`src/rtl/fetdriver_seq_pkg.sv`:
```
// Shared types for the multi-channel half-bridge gate sequencer.
// Latency: n/a (types only).
// Backpressure: n/a.
package fetdriver_seq_pkg;

    typedef enum logic [2:0] {
        S_OFF  = 3'd0,
        S_DT_H = 3'd1,
        S_HS   = 3'd2,
        S_DT_L = 3'd3,
        S_LS   = 3'd4,
        S_FLT  = 3'd5
    } fet_state_t;

    localparam int DEF_TIMEOUT = 16;

    // Counter must be able to hold TIMEOUT itself (saturation value).
    function automatic int cnt_width(input int timeout);
        return $clog2(timeout + 1);
    endfunction

    localparam int DEF_CNT_W = cnt_width(DEF_TIMEOUT);

endpackage

```
`src/rtl/fetdriver_seq_ch.sv`:
```
// One half-bridge channel: dead-time FSM, confirmation counter, 2-flop status synchronisers.
// Latency: gates registered, change on the edge after a request; status sensing adds 2 cycles.
// Backpressure: none; missing gate confirmation within TIMEOUT latches the channel into S_FLT.
module fetdriver_seq_ch
    import fetdriver_seq_pkg::*;
#(
    parameter int DEADTIME = 4,
    parameter int TIMEOUT  = DEF_TIMEOUT,
    parameter int CNT_W    = cnt_width(TIMEOUT)
) (
    input  logic clk,
    input  logic resetn,
    input  logic en,
    input  logic fetin,
    input  logic gate_status_hs,
    input  logic gate_status_ls,
    input  logic fault_clr,
    output logic gate_hs,
    output logic gate_ls,
    output logic fault,
    output logic dt_active
);

    localparam logic [CNT_W-1:0] DT_M1   = CNT_W'(DEADTIME - 1);
    localparam logic [CNT_W-1:0] TO_M1   = CNT_W'(TIMEOUT - 1);
    localparam logic [CNT_W-1:0] CNT_MAX = CNT_W'(TIMEOUT);

    fet_state_t       state_q;
    fet_state_t       state_nxt;
    logic [CNT_W-1:0] cnt_q;
    logic [1:0]       hs_sync;
    logic [1:0]       ls_sync;
    logic             conf_q;
    logic             hs_ok;
    logic             ls_ok;

    assign hs_ok = hs_sync[1];
    assign ls_ok = ls_sync[1];

    always_ff @(posedge clk or negedge resetn) begin
        if (!resetn) begin
            hs_sync <= '0;
            ls_sync <= '0;
        end else begin
            hs_sync <= {hs_sync[0], gate_status_hs};
            ls_sync <= {ls_sync[0], gate_status_ls};
        end
    end

    always_comb begin
        state_nxt = state_q;
        if (state_q == S_FLT) begin
            if (fault_clr) state_nxt = S_OFF;
        end else if (!en) begin
            state_nxt = S_OFF;
        end else begin
            case (state_q)
                S_OFF:  state_nxt = fetin ? S_DT_H : S_DT_L;
                S_DT_H: begin
                    if (!fetin)                        state_nxt = S_DT_L;
                    else if (cnt_q >= DT_M1 && !ls_ok) state_nxt = S_HS;
                    else if (cnt_q == TO_M1)           state_nxt = S_FLT;
                end
                S_HS: begin
                    if (!fetin)                                     state_nxt = S_DT_L;
                    else if (!conf_q && !hs_ok && cnt_q == TO_M1)  state_nxt = S_FLT;
                end
                S_DT_L: begin
                    if (fetin)                         state_nxt = S_DT_H;
                    else if (cnt_q >= DT_M1 && !hs_ok) state_nxt = S_LS;
                    else if (cnt_q == TO_M1)           state_nxt = S_FLT;
                end
                S_LS: begin
                    if (fetin)                                      state_nxt = S_DT_H;
                    else if (!conf_q && !ls_ok && cnt_q == TO_M1)  state_nxt = S_FLT;
                end
                default: state_nxt = S_OFF;
            endcase
        end
    end

    // conf_q remembers that the driven gate was seen on, so it is not rechecked.
    always_ff @(posedge clk or negedge resetn) begin
        if (!resetn) begin
            state_q <= S_OFF;
            cnt_q   <= '0;
            conf_q  <= 1'b0;
            gate_hs <= 1'b0;
            gate_ls <= 1'b0;
        end else begin
            state_q <= state_nxt;
            gate_hs <= (state_nxt == S_HS);
            gate_ls <= (state_nxt == S_LS);
            if (state_nxt != state_q) begin
                cnt_q  <= '0;
                conf_q <= 1'b0;
            end else begin
                if (cnt_q != CNT_MAX) cnt_q <= cnt_q + 1'b1;
                if ((state_q == S_HS && hs_ok) || (state_q == S_LS && ls_ok)) conf_q <= 1'b1;
            end
        end
    end

    assign fault     = (state_q == S_FLT);
    assign dt_active = (state_q == S_DT_H) || (state_q == S_DT_L);

endmodule

```
`src/rtl/fetdriver_seq.sv`:
```
// NUM_CH independent half-bridge sequencers sharing enable and fault clear.
// Latency: gate commands registered, one edge after a request; sensing adds 2 cycles.
// Backpressure: none; busy flags any channel currently inside a dead-time window.
module fetdriver_seq
    import fetdriver_seq_pkg::*;
#(
    parameter int NUM_CH   = 2,
    parameter int DEADTIME = 4,
    parameter int TIMEOUT  = DEF_TIMEOUT,
    parameter int CNT_W    = cnt_width(TIMEOUT)
) (
    input  logic              clk,
    input  logic              resetn,
    input  logic              enable_fetdriver,
    input  logic              global_fetdriver,
    input  logic [NUM_CH-1:0] fetin,
    input  logic [NUM_CH-1:0] gate_status_hs,
    input  logic [NUM_CH-1:0] gate_status_ls,
    input  logic              fault_clr,
    output logic [NUM_CH-1:0] gate_hs,
    output logic [NUM_CH-1:0] gate_ls,
    output logic [NUM_CH-1:0] fault,
    output logic              busy
);

    logic              en;
    logic [NUM_CH-1:0] dt_active;

    assign en = enable_fetdriver & global_fetdriver;

    for (genvar i = 0; i < NUM_CH; i++) begin : g_ch
        fetdriver_seq_ch #(
            .DEADTIME (DEADTIME),
            .TIMEOUT  (TIMEOUT),
            .CNT_W    (CNT_W)
        ) u_ch (
            .clk            (clk),
            .resetn         (resetn),
            .en             (en),
            .fetin          (fetin[i]),
            .gate_status_hs (gate_status_hs[i]),
            .gate_status_ls (gate_status_ls[i]),
            .fault_clr      (fault_clr),
            .gate_hs        (gate_hs[i]),
            .gate_ls        (gate_ls[i]),
            .fault          (fault[i]),
            .dt_active      (dt_active[i])
        );
    end

    assign busy = |dt_active;

endmodule

```
`config.mk`:
```
export PLATFORM = sky130hd
export DESIGN_NAME = fetdriver_seq
export DESIGN_NICKNAME = d
export VERILOG_FILES = /design/src/rtl/fetdriver_seq_pkg.sv /design/src/rtl/fetdriver_seq_ch.sv /design/src/rtl/fetdriver_seq.sv
export SDC_FILE = /design/constraint.sdc
export NUM_CORES = 1
export LEC_CHECK = 0
export BUFFER_PORTS_ARGS = -buffer_cell sky130_fd_sc_hd__buf_4
export CORE_ASPECT_RATIO = 1.2
export CORE_MARGIN = 2
export CORE_UTILIZATION = 45
export CTS_CLUSTER_DIAMETER = 120
export DETAILED_ROUTE_END_ITERATION = 7
export GPL_TIMING_DRIVEN = 0
export PLACE_DENSITY = 0.73
export SYNTH_ARGS = -nofsm -noshare
export SYNTH_HDL_FRONTEND = slang
export SYNTH_SLANG_ARGS = --single-unit
```
`constraint.sdc`:
```
create_clock -name clk -period 3.7 [get_ports clk]
set_input_delay 0.185 -clock clk [delete_from_list [all_inputs] [get_ports clk]]
set_output_delay 0.185 -clock clk [all_outputs]
set_load 0.01 [all_outputs]
```
* Word-level counts from Yosys, hierarchy flattened
Cells that the tools add are included.
** Word-level totals
- Flip-flop bits (word level) :: 30
- Bits in latches :: 0
- Bits in writable memories :: 0
- Memory bits (read-only) :: 0
- Memories :: 0
** Operators by class
- $add $sub $neg :: 2
- $mul :: 0
- Div/mod/pow operators :: 0
- Order comparisons :: 2
- Equality and inequality tests :: 20
- Shift operators :: 0
- Muxes and demuxes :: 36
- Bitwise operators :: 1
- Reductions and logical operators :: 33
** Operators with widths (number)
- two-way mux 3 bit :: 24
- one-hot mux 3 bit (5 select lines) :: 2
- two-way mux 5 bit :: 4
- == test 3 x 2 -> 1 bit, second input constant :: 6
- == test 3 bit, second input constant :: 6
- logical AND 1 bit :: 16
- adder 5 x 1 -> 5 bit, second input constant :: 2
- == test 5 x 4 -> 1 bit, second input constant :: 2
- greater-or-equal comparator 5 x 2 -> 1 bit, second input constant :: 2
- != test 5 bit, second input constant :: 2
- nonzero test 2 bit :: 4
- == test 3 x 1 -> 1 bit, second input constant :: 2
- zero test 1 bit :: 6
- zero test 3 bit :: 2
- != test 3 bit :: 2
- logical OR 1 bit :: 4
- two-way mux 1 bit :: 4
- two-way mux 2 bit :: 2
- OR reduction 2 bit :: 1
- bitwise AND 1 bit :: 1

* Logic depth before layout (Yosys ltp)
Gate-level depths: netlist of the first run.
- Depth after elaboration :: 10
- Depth in mapped cells :: 9

* Modules after synthesis
A second synthesis of the first run with hierarchy kept.
** Unflattened totals
- Cell total of the unflattened synthesis :: 210
- Area total of the unflattened synthesis :: 2006.9 um^2
** By module, submodules not included
- fetdriver_seq_ch :: times used 2, cells an instance 104, area an instance 997.2 um^2, sequential area each 375.4 um^2
- fetdriver_seq :: times used 1, cells an instance 2, area an instance 12.5 um^2, sequential area each 0.0 um^2

* Least setup slack after synthesis of the first run
OpenSTA, ideal clock, no wires.
- Path type :: register to register
- Start :: register g_ch[0].u_ch.cnt_q[0]
- End :: register g_ch[0].u_ch.cnt_q[2]
- Arrival time :: 2.501 ns
- Slack :: 1.103 ns
- Cell stages (with the launch flop) :: 10
- Path buffers :: 0
- Clock period less this slack :: 2.597 ns
- Cells stage by stage :: dfrtp_1 ha_1 and3_1 ha_1 nor4bb_1 a2111oi_0 a31oi_2 xnor2_1 a2111o_1 nor4_2
** Between the ends
- Word-level cells in the longest chain between the ends :: 9
** Ends and longest elaborated chain
- start, declared :: line fetdriver_seq_ch.sv:30 : logic [CNT_W-1:0] cnt_q;
- start signal, assigned :: line fetdriver_seq_ch.sv:98 : if (cnt_q != CNT_MAX) cnt_q <= cnt_q + 1'b1;
- greater-or-equal comparator 5 x 2 -> 1 bit or == test 5 x 4 -> 1 bit (tied branches)
- logical AND 1 bit (tied with other cells) :: line fetdriver_seq_ch.sv:70 : else if (cnt_q >= DT_M1 && !hs_ok) state_nxt = S_LS;
- two-way mux 3 bit (on tied branches) (2 in a row)
- one-hot mux 3 bit (5 select lines) :: line fetdriver_seq_ch.sv:57 : case (state_q)
- two-way mux 3 bit :: line fetdriver_seq_ch.sv:54 : end else if (!en) begin
- two-way mux 3 bit :: line fetdriver_seq_ch.sv:52 : if (state_q == S_FLT) begin
- != test 3 bit :: line fetdriver_seq_ch.sv:94 : if (state_nxt != state_q) begin
- two-way mux 5 bit or nonzero test 2 bit (tied branches)
Parallel ways exist; a longest one is shown, timed or not. The select of a mux whose other input is x is not followed.
A chain may end at the register's enable or synchronous reset.

* Worst setup path in the final report of the first run
- Start :: register g_ch[0].u_ch.cnt_q[1]
- End :: register g_ch[0].u_ch.cnt_q[2]
Same word-level chain as after synthesis.

==> flow_metrics.tcl, run 1 <==
set metrics [dict create \
    outcome "finished, final reports clean" \
    power.leakage_nw 0.9469 \
    cts_sinks 30 \
    avgViaCountPerCell 5.547 \
    clock_latency_ns 0.27 \
    std_cell_rows 25 \
    setup_violations 0 \
    hold_viol_final 0 \
    die_area_sq_um 4587 \
    vdd_drop_max_uv 244.4 \
    skew_ns 0.009082 \
    synthesis.area_sq_um 1827 \
    io_pins 18 \
    fin_crit_sh_pct 76.86 \
    async_flop_share_pct 100.0 \
    first_global_vias 1445 \
    ant_nets 0 \
    synth_xor_area_share_pct 3.356 \
    ys_warn_count 0 \
    hold_class "input port to flop" \
    syn_nets 213 \
    grt_max_degree 31 \
    synthAdderAreaFrac_pct 4.110 \
    die_w_microns 62.16 \
    h-tree-depth 2 \
    crit_fanout 7 \
    worstPathRequired_ns 3.87 \
    finalNonFillerCells 274 \
    synth_edf_count 0 \
    track_usage_pct 17.48 \
    dp_cells 266 \
    setup-tns-final_ns 0 \
    cts_tree "done" \
    synth_seq_area_share_pct 41.10 \
    place.detailed.hpwl_microns 2637 \
    hold_depth 1 \
    antennaDiodeCount 0 \
    synth.avg_cell_area_sq_um 9.320 \
    dieHeight_microns 73.80 \
    rsz0062_at_grt "no" \
    numCtsBuffers 5 \
    grt_pass1_wl_microns 6417 \
    endpoint_kind "flop" \
    drt_first_iter_violations 100 \
    cts_hold_buf 1 \
    cts_setup_buffers 0 \
    numPortBuffers 16 \
    synth_compound_area_share_pct 18.70 \
    cts_buffer_depth 2 \
    start_kind "flop" \
    drt-total-wl_microns 3535 \
    synth_simple_gate_area_share_pct 24.66 \
    synth_cell_types 50 \
    nNetsFinal 237 \
    rr_worst_depth 9 \
    path_clk_slew_ns 0.05 \
    antenna_found_initial 0 \
    drtPass1Iterations 4 \
    initial_core_util_pct 46.72 \
    routed-via-count 1520 \
    power_uw 883.6 \
    synth_top_flop_cell "dfrtp_1" \
    gp_congestion 0.8604 \
    setup.worst_path.class "flop to flop" \
    cap_violations 0 \
    synth_top_family_by_area "simple AND/OR/NAND/NOR gates" \
    min_period_ns 2.844 \
    coreArea_sq_um 3910 \
    slew_headroom_pct 56.84 \
    drive_above_1_share_pct 18.64 \
    syn_inst 196 \
    crit_arrival_ns 3.02 \
    fmax_mhz 351.6 \
    area_growth_pct 15.00 \
    route.detailed.drc 0 \
    synth-seq-cells 30 \
    grt_overflow 0 \
    synthMuxAreaShare_pct 1.644 \
    ctsResizeCount 0 \
    cts-root-buf "clkbuf_8" \
    wl_per_cell_microns 12.90 \
    powerDensity_nw_per_um2 420.6 \
    worstMarginPinSlew_ns 0.6294 \
    final_max_slew_viol_count 0 \
]
-- stage by stage --
stage / hold slack, ns / util, % / worst slack [ns] / instance area [sq um]
after floorplan: -0.1106 / - / 1.103 / 1827
after global placement: 0.1325 / 51.52 / 0.8471 / 2014
after detailed placement: 0.1355 / 51.52 / 0.8705 / 2014
after CTS: 0.01374 / 53.73 / 0.8439 / 2101
after global routing: 0.008869 / 53.73 / 0.6425 / 2101
final: 0.02413 / 53.73 / 0.8560 / 2101
-- routing by layer --
metal	part of all wire, %	track usage [%]	routed length [microns]	vias to the layer above
met3	5.1	3.828	180	6
met2	50	30.07	1750	51
met5	0	0	0	-
met4	1.4	6.420	50	0
met1	44	21.88	1554	715
li1	-	-	-	748
-- report_power, final --
part | internal (mW) | switching (mW)
registers | 0.366 | 0.0387
clock network | 0.129 | 0.103
logic | 0.108 | 0.139
total | 0.603 | 0.281
-- layout make-up --
| class | instances | area, sq um |
|---|---|---|
| inverters | 12 | 45.04 |
| multi-input cells | 142 | 958.4 |
| flip-flops and latches | 30 | 750.7 |
| clock buffers | 7 | 76.32 |
| repair buffers | 17 | 130.1 |
| well taps | 54 | 67.56 |
| fillers | 364 | 1809 |
| plain buffers | 12 | 72.57 |
-- path summary, 6_finish.rpt --
| check | start | to | slack (ns) |
|---|---|---|---|
| setup / recovery | g_ch[0].u_ch.cnt_q[1]$_DFFE_PN0P_ | g_ch[0].u_ch.cnt_q[2]$_DFFE_PN0P_ | 0.86 |
| hold / removal | gate_status_hs[0] | g_ch[0].u_ch.hs_sync[0]$_DFF_PN0_ | 0.02 |
| setup reg to reg | g_ch[0].u_ch.cnt_q[1]$_DFFE_PN0P_ | g_ch[0].u_ch.cnt_q[2]$_DFFE_PN0P_ | 0.86 |
| hold reg to reg | g_ch[0].u_ch.hs_sync[0]$_DFF_PN0_ | g_ch[0].u_ch.hs_sync[1]$_DFF_PN0_ | 0.35 |
| max in group asynchronous | resetn | g_ch[0].u_ch.state_q[2]$_DFF_PN0_ | 3.05 |
| min in group asynchronous | resetn | g_ch[1].u_ch.cnt_q[0]$_DFFE_PN0P_ | 0.37 |
-- cell usage in the layout, fill, tap and decap left out, types with 3 or more instances in the layout --
cell type,count
dfrtp_1,30
buf_4,22
nand2_1,16
nor2_1,16
inv_1,12
o21ai_0,11
a21oi_1,10
nor3_1,9
ha_1,6
nand2b_1,5
nor3b_1,5
clkbuf_8,5
clkbuf_1,4
o211ai_1,4
buf_2,4
nor2b_1,4
xnor2_1,4
and3_1,3
a31oi_1,3
mux2i_1,3
nand3_1,3
xor2_1,3
-- synth_stat cells (3+ instances only) --
library cell   n  area share [%]
nor3b_1        5             2.1
nor3_1         9             2.5
dfrtp_1       30              41
nor2b_1        4             1.4
o211ai_1       4             1.6
a31oi_1        3             1.0
inv_1         12             2.5
xnor2_1        4             1.9
o21ai_0       11             3.0
and3_1         3             1.0
buf_4          6             2.5
nand2b_1       5             1.7
xor2_1         3             1.4
nand2_1       16             3.3
ha_1           6             4.1
a21oi_1       10             2.7
mux2i_1        3             1.6
nand3_1        3            0.82
nor2_1        16             3.3
buf_2          4             1.1
-- kinds of logic after synthesis --
logic type,count (synthesis)
adder cells (fa/ha/maj),6
XOR/XNOR,7
flip-flops,30
buffers and inverters,24
AND/OR/NAND/NOR,78
multiplexers,3
AO/OA/AOI/OAI,48
-- state kept, by name (all words and copies together), names as in the netlist --
signal	flops
g_ch.u_ch.conf_q	2
g_ch.u_ch.ls_sync	4
g_ch.u_ch.gate_ls	2
g_ch.u_ch.cnt_q	10
g_ch.u_ch.state_q	6
g_ch.u_ch.hs_sync	4
g_ch.u_ch.gate_hs	2
-- critical path, cell delays in order (launching register included) --
cell and delay (ns):
dfrtp_1 0.42, ha_1 0.26, and3_1 0.17, ha_1 0.25
nor4bb_1 0.17, a2111oi_0 0.48, a31oi_2 0.11, xnor2_1 0.15
a2111o_1 0.46, nor4_2 0.27
(Power assumes the default switching activity.)
==> run 2, diff against run 1 <==
==> constraint.sdc (replaced) <==
create_clock -name clk -period 2.8 [get_ports clk]
set_input_delay 0.14 -clock clk [delete_from_list [all_inputs] [get_ports clk]]
set_output_delay 0.14 -clock clk [all_outputs]
set_load 0.01 [all_outputs]
==> run 2 against run 1 <==
Net effect:
- via count up 1.9%
- non-clock buffer count is 4 higher
- register-to-register slack worse by 0.69 ns
- core utilization is 2.5 points higher
==> flow_metrics.tcl, run 2 (same netlist as run 1, synthesis figures left out) <==
set metrics [dict create \
    setup_violations 0 \
    worstMarginPinSlew_ns 0.6076 \
    mostFrequentLayoutCells "dfrtp_1 (30), buf_4 (22), nand2_1 (16), nor2_1 (16), inv_1 (12)" \
    rr_endpoint "g_ch[1].u_ch.cnt_q[4]$_DFFE_PN0P_" \
    largestRegisters "g_ch.u_ch.cnt_q x10, g_ch.u_ch.state_q x6" \
    setup.worst_path.class "flop to flop" \
    power_mw 1.188 \
    final_max_slew_viol_count 0 \
    clock_latency_ns 0.28 \
    final_common_cell "dfrtp_1" \
    worstPathRequired_ns 2.99 \
    die_area_sq_um 4587 \
    initial_core_util_pct 46.72 \
    skew_ns 0.01095 \
    fmax_mhz 379.3 \
    crit_path_cell_trace "ha_1 > and3_1 > ha_1 > or3b_2 > o31ai_1 > a32o_1 > o2111ai_2 > a21oi_1" \
    cp_common_cell "ha_1" \
    rr_worst_depth 8 \
    track_usage_pct 17.78 \
    place.detailed.hpwl_microns 2637 \
    grt_pass1_wl_microns 6534 \
    crit_arrival_ns 2.83 \
    path_clk_slew_ns 0.07 \
    route.detailed.drc 0 \
    hold_viol_final 0 \
    crit_slowest_cell "or3b_2" \
    rsz0062_at_grt "no" \
    largest-register "g_ch.u_ch.cnt_q" \
    drt-total-wl_microns 3713 \
    worstHoldEndpoint "g_ch[1].u_ch.state_q[2]$_DFF_PN0_" \
    dp_slack_ns -0.02946 \
    io_pins 18 \
    cts_buffer_depth 2 \
    crit_fanout 6 \
    outcome "finished, final reports clean" \
    min_from "fault_clr" \
    cap_violations 0 \
    drtPass1Iterations 4 \
    vdd_drop_max_uv 332.2 \
    largest_reg_flops 10 \
    die_w_microns 62.16 \
    numCtsBuffers 5 \
    cts-root-buf "clkbuf_8" \
    cts_sinks 30 \
    start_kind "flop" \
    crit_family "compound AO/OA/AOI/OAI gates" \
    min_period_ns 2.637 \
    wl_per_cell_microns 13.36 \
    drt_first_iter_violations 93 \
    powerDensity_nw_per_um2 540.5 \
    ant_nets 0 \
    drive_above_1_share_pct 21.43 \
    power.leakage_nw 0.9732 \
    fin_ws_ns 0.1635 \
    numPortBuffers 16 \
    std_cell_rows 25 \
    endpoint_kind "flop" \
    first_global_vias 1476 \
    nNetsFinal 241 \
    r2r_start "g_ch[1].u_ch.cnt_q[0]$_DFFE_PN0P_" \
    antennaDiodeCount 0 \
    hold_depth 3 \
    setup-tns-final_ns 0 \
    fin_crit_sh_pct 94.16 \
    dieHeight_microns 73.80 \
    avgViaCountPerCell 5.572 \
    critical_path.n_buffers_inverters 0 \
    grt_max_degree 31 \
    slowest_delay_ns 0.52 \
    area_growth_pct 20.27 \
    gp_congestion 0.8604 \
    finish.utilization_pct 56.19 \
    routed-via-count 1549 \
    reg2reg_slack_ns 0.16 \
    coreArea_sq_um 3910 \
    antenna_found_initial 0 \
    h-tree-depth 2 \
    hold_class "input port to flop" \
    grt_overflow 0 \
    slew_headroom_pct 59.18 \
    cts_tree "done" \
]
-- run 2: cell count changes in the layout (fill, tap and decap cells not counted), sizes merged --
cell         change
dlygate4sd3      +4
-- run 2: cell type report --
type	count	area, sq um
clock buffer	7	76.32
tap	54	67.56
sequential	30	750.7
multi-input combinational	142	1015
inverter	12	45.04
fill	357	1713
buffer	12	72.57
timing repair buffer	21	170.2
-- run 2: layer usage --
layer / track usage, % / vias to the layer above / share of wire (%)
met2: 30.68 / 51 / 49
met3: 3.828 / 11 / 4.6
met5: 0 / - / 0
met4: 6.420 / 0 / 2.3
li1: - / 756 / -
met1: 22.27 / 731 / 44
-- run 2: power breakdown --
group	switching [mW]	internal, mW
Combinational	0.191	0.151
Clock	0.139	0.170
Sequential	0.0526	0.483
-- run 2: how the worst max path moves through the flow --
stage | startpoint | endpoint | slack (ns) | cells past startpoint
after floorplan | g_ch[0].u_ch.cnt_q[0]$_DFFE_PN0P_ | g_ch[0].u_ch.cnt_q[2]$_DFFE_PN0P_ | 0.20 | 9
after global placement | g_ch[0].u_ch.cnt_q[1]$_DFFE_PN0P_ | g_ch[0].u_ch.cnt_q[2]$_DFFE_PN0P_ | -0.05 | 9
after detailed placement | g_ch[0].u_ch.cnt_q[1]$_DFFE_PN0P_ | g_ch[0].u_ch.cnt_q[2]$_DFFE_PN0P_ | -0.03 | 9
after CTS | g_ch[0].u_ch.cnt_q[1]$_DFFE_PN0P_ | g_ch[0].u_ch.cnt_q[2]$_DFFE_PN0P_ | 0.003 | 9
after global routing | g_ch[1].u_ch.cnt_q[0]$_DFFE_PN0P_ | g_ch[1].u_ch.conf_q$_DFFE_PN0P_ | 0.008 | 8
final | g_ch[1].u_ch.cnt_q[0]$_DFFE_PN0P_ | g_ch[1].u_ch.cnt_q[4]$_DFFE_PN0P_ | 0.16 | 8
-- run 2: tightest hold or removal path, cell delays in order --
cell,delay [ns]
buf_4,0.09
nand2b_1,0.12
nand2_1,0.07
-- run 2: repair_timing --
item | in CTS | in global routing
pin swaps | 1 | 1
endpoints found under the hold margin | 34 | 0
buffers inserted | 0 | 0
resized for setup | 2 | 9
hold buffers | 5 | 0
setup endpoints to repair | 3 | 12
-- run 2: metrics by stage --
stage	cell area (sq um)	std cells	hold slack, ns
finish	2197	278	0.1892
global route	2197	278	0.2092
global placement	2014	266	0.08753
detailed placement	2014	266	0.09053
CTS	2146	278	0.1670
floorplan	1827	196	-0.1556
==> run 3, diff against run 2 <==
--- a/config.mk
+++ b/config.mk
@@ -5,11 +5,11 @@
 export SDC_FILE = /design/constraint.sdc
 export NUM_CORES = 1
 export LEC_CHECK = 0
+export ABC_AREA = 1
 export BUFFER_PORTS_ARGS = -buffer_cell sky130_fd_sc_hd__buf_4
 export CORE_ASPECT_RATIO = 1.2
 export CORE_MARGIN = 2
 export CORE_UTILIZATION = 45
-export CTS_CLUSTER_DIAMETER = 120
 export DETAILED_ROUTE_END_ITERATION = 7
 export GPL_TIMING_DRIVEN = 0
 export PLACE_DENSITY = 0.73
==> run 3 against run 2 <==
Net effect:
- count of clock-buffer cells in the layout is 2 lower
- sequential cell count stayed put
- combinational power is 32% lower
- via count is 2.1% lower
- clock power is 36% higher
- core utilization is 0.58 points lower
- wire length is 14% lower
- critical path type unchanged
- global-route usage is 0.73 points lower
- final cell count is 17% higher
- sequential share of layout area is 0.35 points higher
==> flow_metrics.tcl, run 3 <==
set metrics [dict create \
    outcome "finished, final reports clean" \
    crit_fanout 6 \
    rsz0062_at_grt "no" \
    endpoint_kind "flop" \
    synth.avg_cell_area_sq_um 7.523 \
    cts_sinks 30 \
    synth-seq-cells 30 \
    mostFrequentLayoutCells "nand2_1 (62), nor2_1 (34), dfrtp_1 (30)" \
    cp_common_cell "nand2_1" \
    cts_buffer_depth 2 \
    power.leakage_nw 1.131 \
    ys_warn_count 0 \
    largest-register "g_ch.u_ch.cnt_q" \
    numCtsBuffers 5 \
    yosys-top-cells-count "nand2_1 (62), nor2_1 (34), dfrtp_1 (30)" \
    intPower_uw 826.4 \
    finalNonFillerCells 326 \
    hold_depth 4 \
    syn_nets 259 \
    drtPass1Iterations 4 \
    grt_overflow 0 \
    crit_path_cell_trace "ha_1 > nand2_1 > nor2_1 > ha_1 > inv_1 > nor3_1 > o21ai_0 > nand2_1 > inv_1 > nand3_1 > nand2_1 > nand2_2 > nand2_1 > nand2_1 > nand2_2 > nor2_1" \
    dp_cells 313 \
    grtUsageMet3_pct 4.401 \
    hold-worst-slack_ns 0.2248 \
    synth_top_flop_cell "dfrtp_1" \
    drt_first_iter_violations 106 \
    numPortBuffers 17 \
    worstMarginPinSlew_ns 0.3671 \
    routed-via-count 1516 \
    cts_hold_buf 5 \
    async_flop_share_pct 100.0 \
    worstPathRequired_ns 2.96 \
    power.switching_uw 328.1 \
    multi_input_area_sq_um 878.3 \
    netlist.area_leader.share_pct 41.24 \
    grt_max_degree 31 \
    hold_class "input port to flop" \
    track_usage_pct 17.04 \
    dieHeight_microns 73.68 \
    std_cell_rows 25 \
    rr_worst_depth 16 \
    antenna_found_initial 0 \
    power_frac_comb_pct 20.1 \
    hold_viol_final 0 \
    min_period_ns 2.052 \
    wl_per_cell_microns 9.779 \
    crit_arrival_ns 2.21 \
    drive_above_1_share_pct 24.26 \
    nNetsFinal 288 \
    cts_tree "done" \
    synth_seq_area_share_pct 41.24 \
    setup.worst_path.class "flop to flop" \
    fin_crit_sh_pct 73.27 \
    slowest_delay_ns 0.41 \
    synthesis.area_sq_um 1820 \
    io_pins 18 \
    largestRegisters "g_ch.u_ch.cnt_q x10, g_ch.u_ch.state_q x6" \
    use_met1_pct 19.55 \
    drt-total-wl_microns 3188 \
    antennaDiodeCount 0 \
    ctsResizeCount 0 \
    h-tree-depth 2 \
    seq_power_share_pct 43.4 \
    path_clk_slew_ns 0.06 \
    setup-tns-final_ns 0 \
    final_max_slew_viol_count 0 \
    grt_pass1_wl_microns 5775 \
    synth_cell_types 27 \
    clock_power_share_pct 36.5 \
    first_global_vias 1423 \
    ys_top_cells_by_area "dfrtp_1 (41%), nand2_1 (13%), nor2_1 (7.0%)" \
    vdd_drop_max_uv 431.3 \
    fmax_mhz 487.4 \
    avgViaCountPerCell 4.650 \
    powerDensity_nw_per_um2 530.9 \
    fill_cells 382 \
    crit_family "simple AND/OR/NAND/NOR gates" \
    place.detailed.hpwl_microns 2457 \
    area_growth_pct 19.45 \
    cts-root-buf "clkbuf_8" \
    critical_path.n_buffers_inverters 2 \
    synth.most_common_cell "nand2_1" \
    netlist.top_cell.by_area "dfrtp_1" \
    final_common_cell "nand2_1" \
    die_w_microns 62.06 \
    slew_headroom_pct 75.53 \
    grtUsageMet2_pct 29.17 \
    cap_violations 0 \
    seqCellArea_sq_um 750.7 \
    route.detailed.drc 0 \
    coreArea_sq_um 3910 \
    die_area_sq_um 4572 \
    swShare_pct 28.42 \
    largest_reg_flops 10 \
    syn_inst 242 \
    gp_congestion 0.8699 \
    start_kind "flop" \
    initial_core_util_pct 46.56 \
    skew_ns 0.006505 \
    cts_setup_buffers 0 \
    synth_edf_count 0 \
    crit_slowest_cell "dfrtp_1" \
    path_depth 16 \
    grt.busiest_layer "met2" \
    setup_violations 0 \
    clock_latency_ns 0.28 \
    ant_nets 0 \
]
## run 3: changes by cell type after synthesis, sizes merged, moves of 4 or more
| cell | before | now |
|---|---|---|
| nor2b | 4 | 0 |
| nor2 | 16 | 42 |
| nand2 | 16 | 69 |
| o21ai | 11 | 7 |
| nand2b | 5 | 0 |
| nor3b | 6 | 0 |
| a21oi | 11 | 4 |
| inv | 12 | 33 |
| nand3 | 3 | 24 |
| xnor2 | 4 | 0 |
| o211ai | 4 | 0 |
## run 3: path summary, 6_finish.rpt
path,slack (ns),startpoint,endpoint
min,0.22,fault_clr,g_ch[0].u_ch.state_q[2]$_DFF_PN0_
min reg2reg,0.35,g_ch[1].u_ch.ls_sync[0]$_DFF_PN0_,g_ch[1].u_ch.ls_sync[1]$_DFF_PN0_
min in group asynchronous,0.32,resetn,g_ch[1].u_ch.hs_sync[1]$_DFF_PN0_
max in group asynchronous,2.21,resetn,g_ch[0].u_ch.gate_hs$_DFF_PN0_
max,0.75,g_ch[0].u_ch.cnt_q[0]$_DFFE_PN0P_,g_ch[0].u_ch.conf_q$_DFFE_PN0P_
max reg2reg,0.75,g_ch[0].u_ch.cnt_q[0]$_DFFE_PN0P_,g_ch[0].u_ch.conf_q$_DFFE_PN0P_
## run 3: area by class of cell
class,count,share of cell area [%]
Buffer,8,2.934
Clock buffer,5,3.165
Tap cell,54,3.107
Sequential cell,30,34.52
Timing Repair Buffer,22,8.170
Multi-Input combinational cell,170,40.39
Clock inverter,3,1.841
Inverter,34,5.869
## run 3: kinds of logic (layout without fill, tap and decap cells)
kind of cell / Yosys count / after routing / synth area share, %
buffers and inverters: 42 / 72 / 10.52
AND/OR/NAND/NOR: 146 / 146 / 37.73
adder cells (fa/ha/maj): 6 / 6 / 4.124
AO/OA/AOI/OAI: 14 / 14 / 4.467
XOR/XNOR: 4 / 4 / 1.924
flip-flops: 30 / 30 / 41.24
## run 3: layer usage
layer	routed length (microns)	vias to the layer above	part of all wire [%]
met4	76	0	2.4
met3	108	9	3.4
met5	0	-	0
met2	1638	23	51
met1	1365	683	43
li1	-	801	-
## run 3: worst min-delay path, stage by stage
cell	delay, ns
buf_4	0.07
inv_1	0.04
nand2_1	0.12
nand2_1	0.09
## run 3: stage by stage
stage          total power [mW]  setup WS [ns]  area [sq um]  util, %
5_1_grt                   1.239         0.4078          2175    55.62
3_5_place_dp             0.7376         0.7469          2016    51.55
2_1_floorplan            0.6741         0.9789          1821        -
6_report                  1.154         0.7484          2175    55.62
4_1_cts                   1.172         0.7245          2175    55.62
3_3_place_gp             0.7347         0.7648          2016    51.55
## run 3: power groups by stage
stage | clock network (mW) | registers (mW) | logic, mW
final | 0.421 | 0.501 | 0.232
after global routing | 0.460 | 0.505 | 0.274
after CTS | 0.435 | 0.501 | 0.236
after detailed placement | 0 | 0.509 | 0.229
after global placement | 0 | 0.507 | 0.228
after floorplan | 0 | 0.501 | 0.173
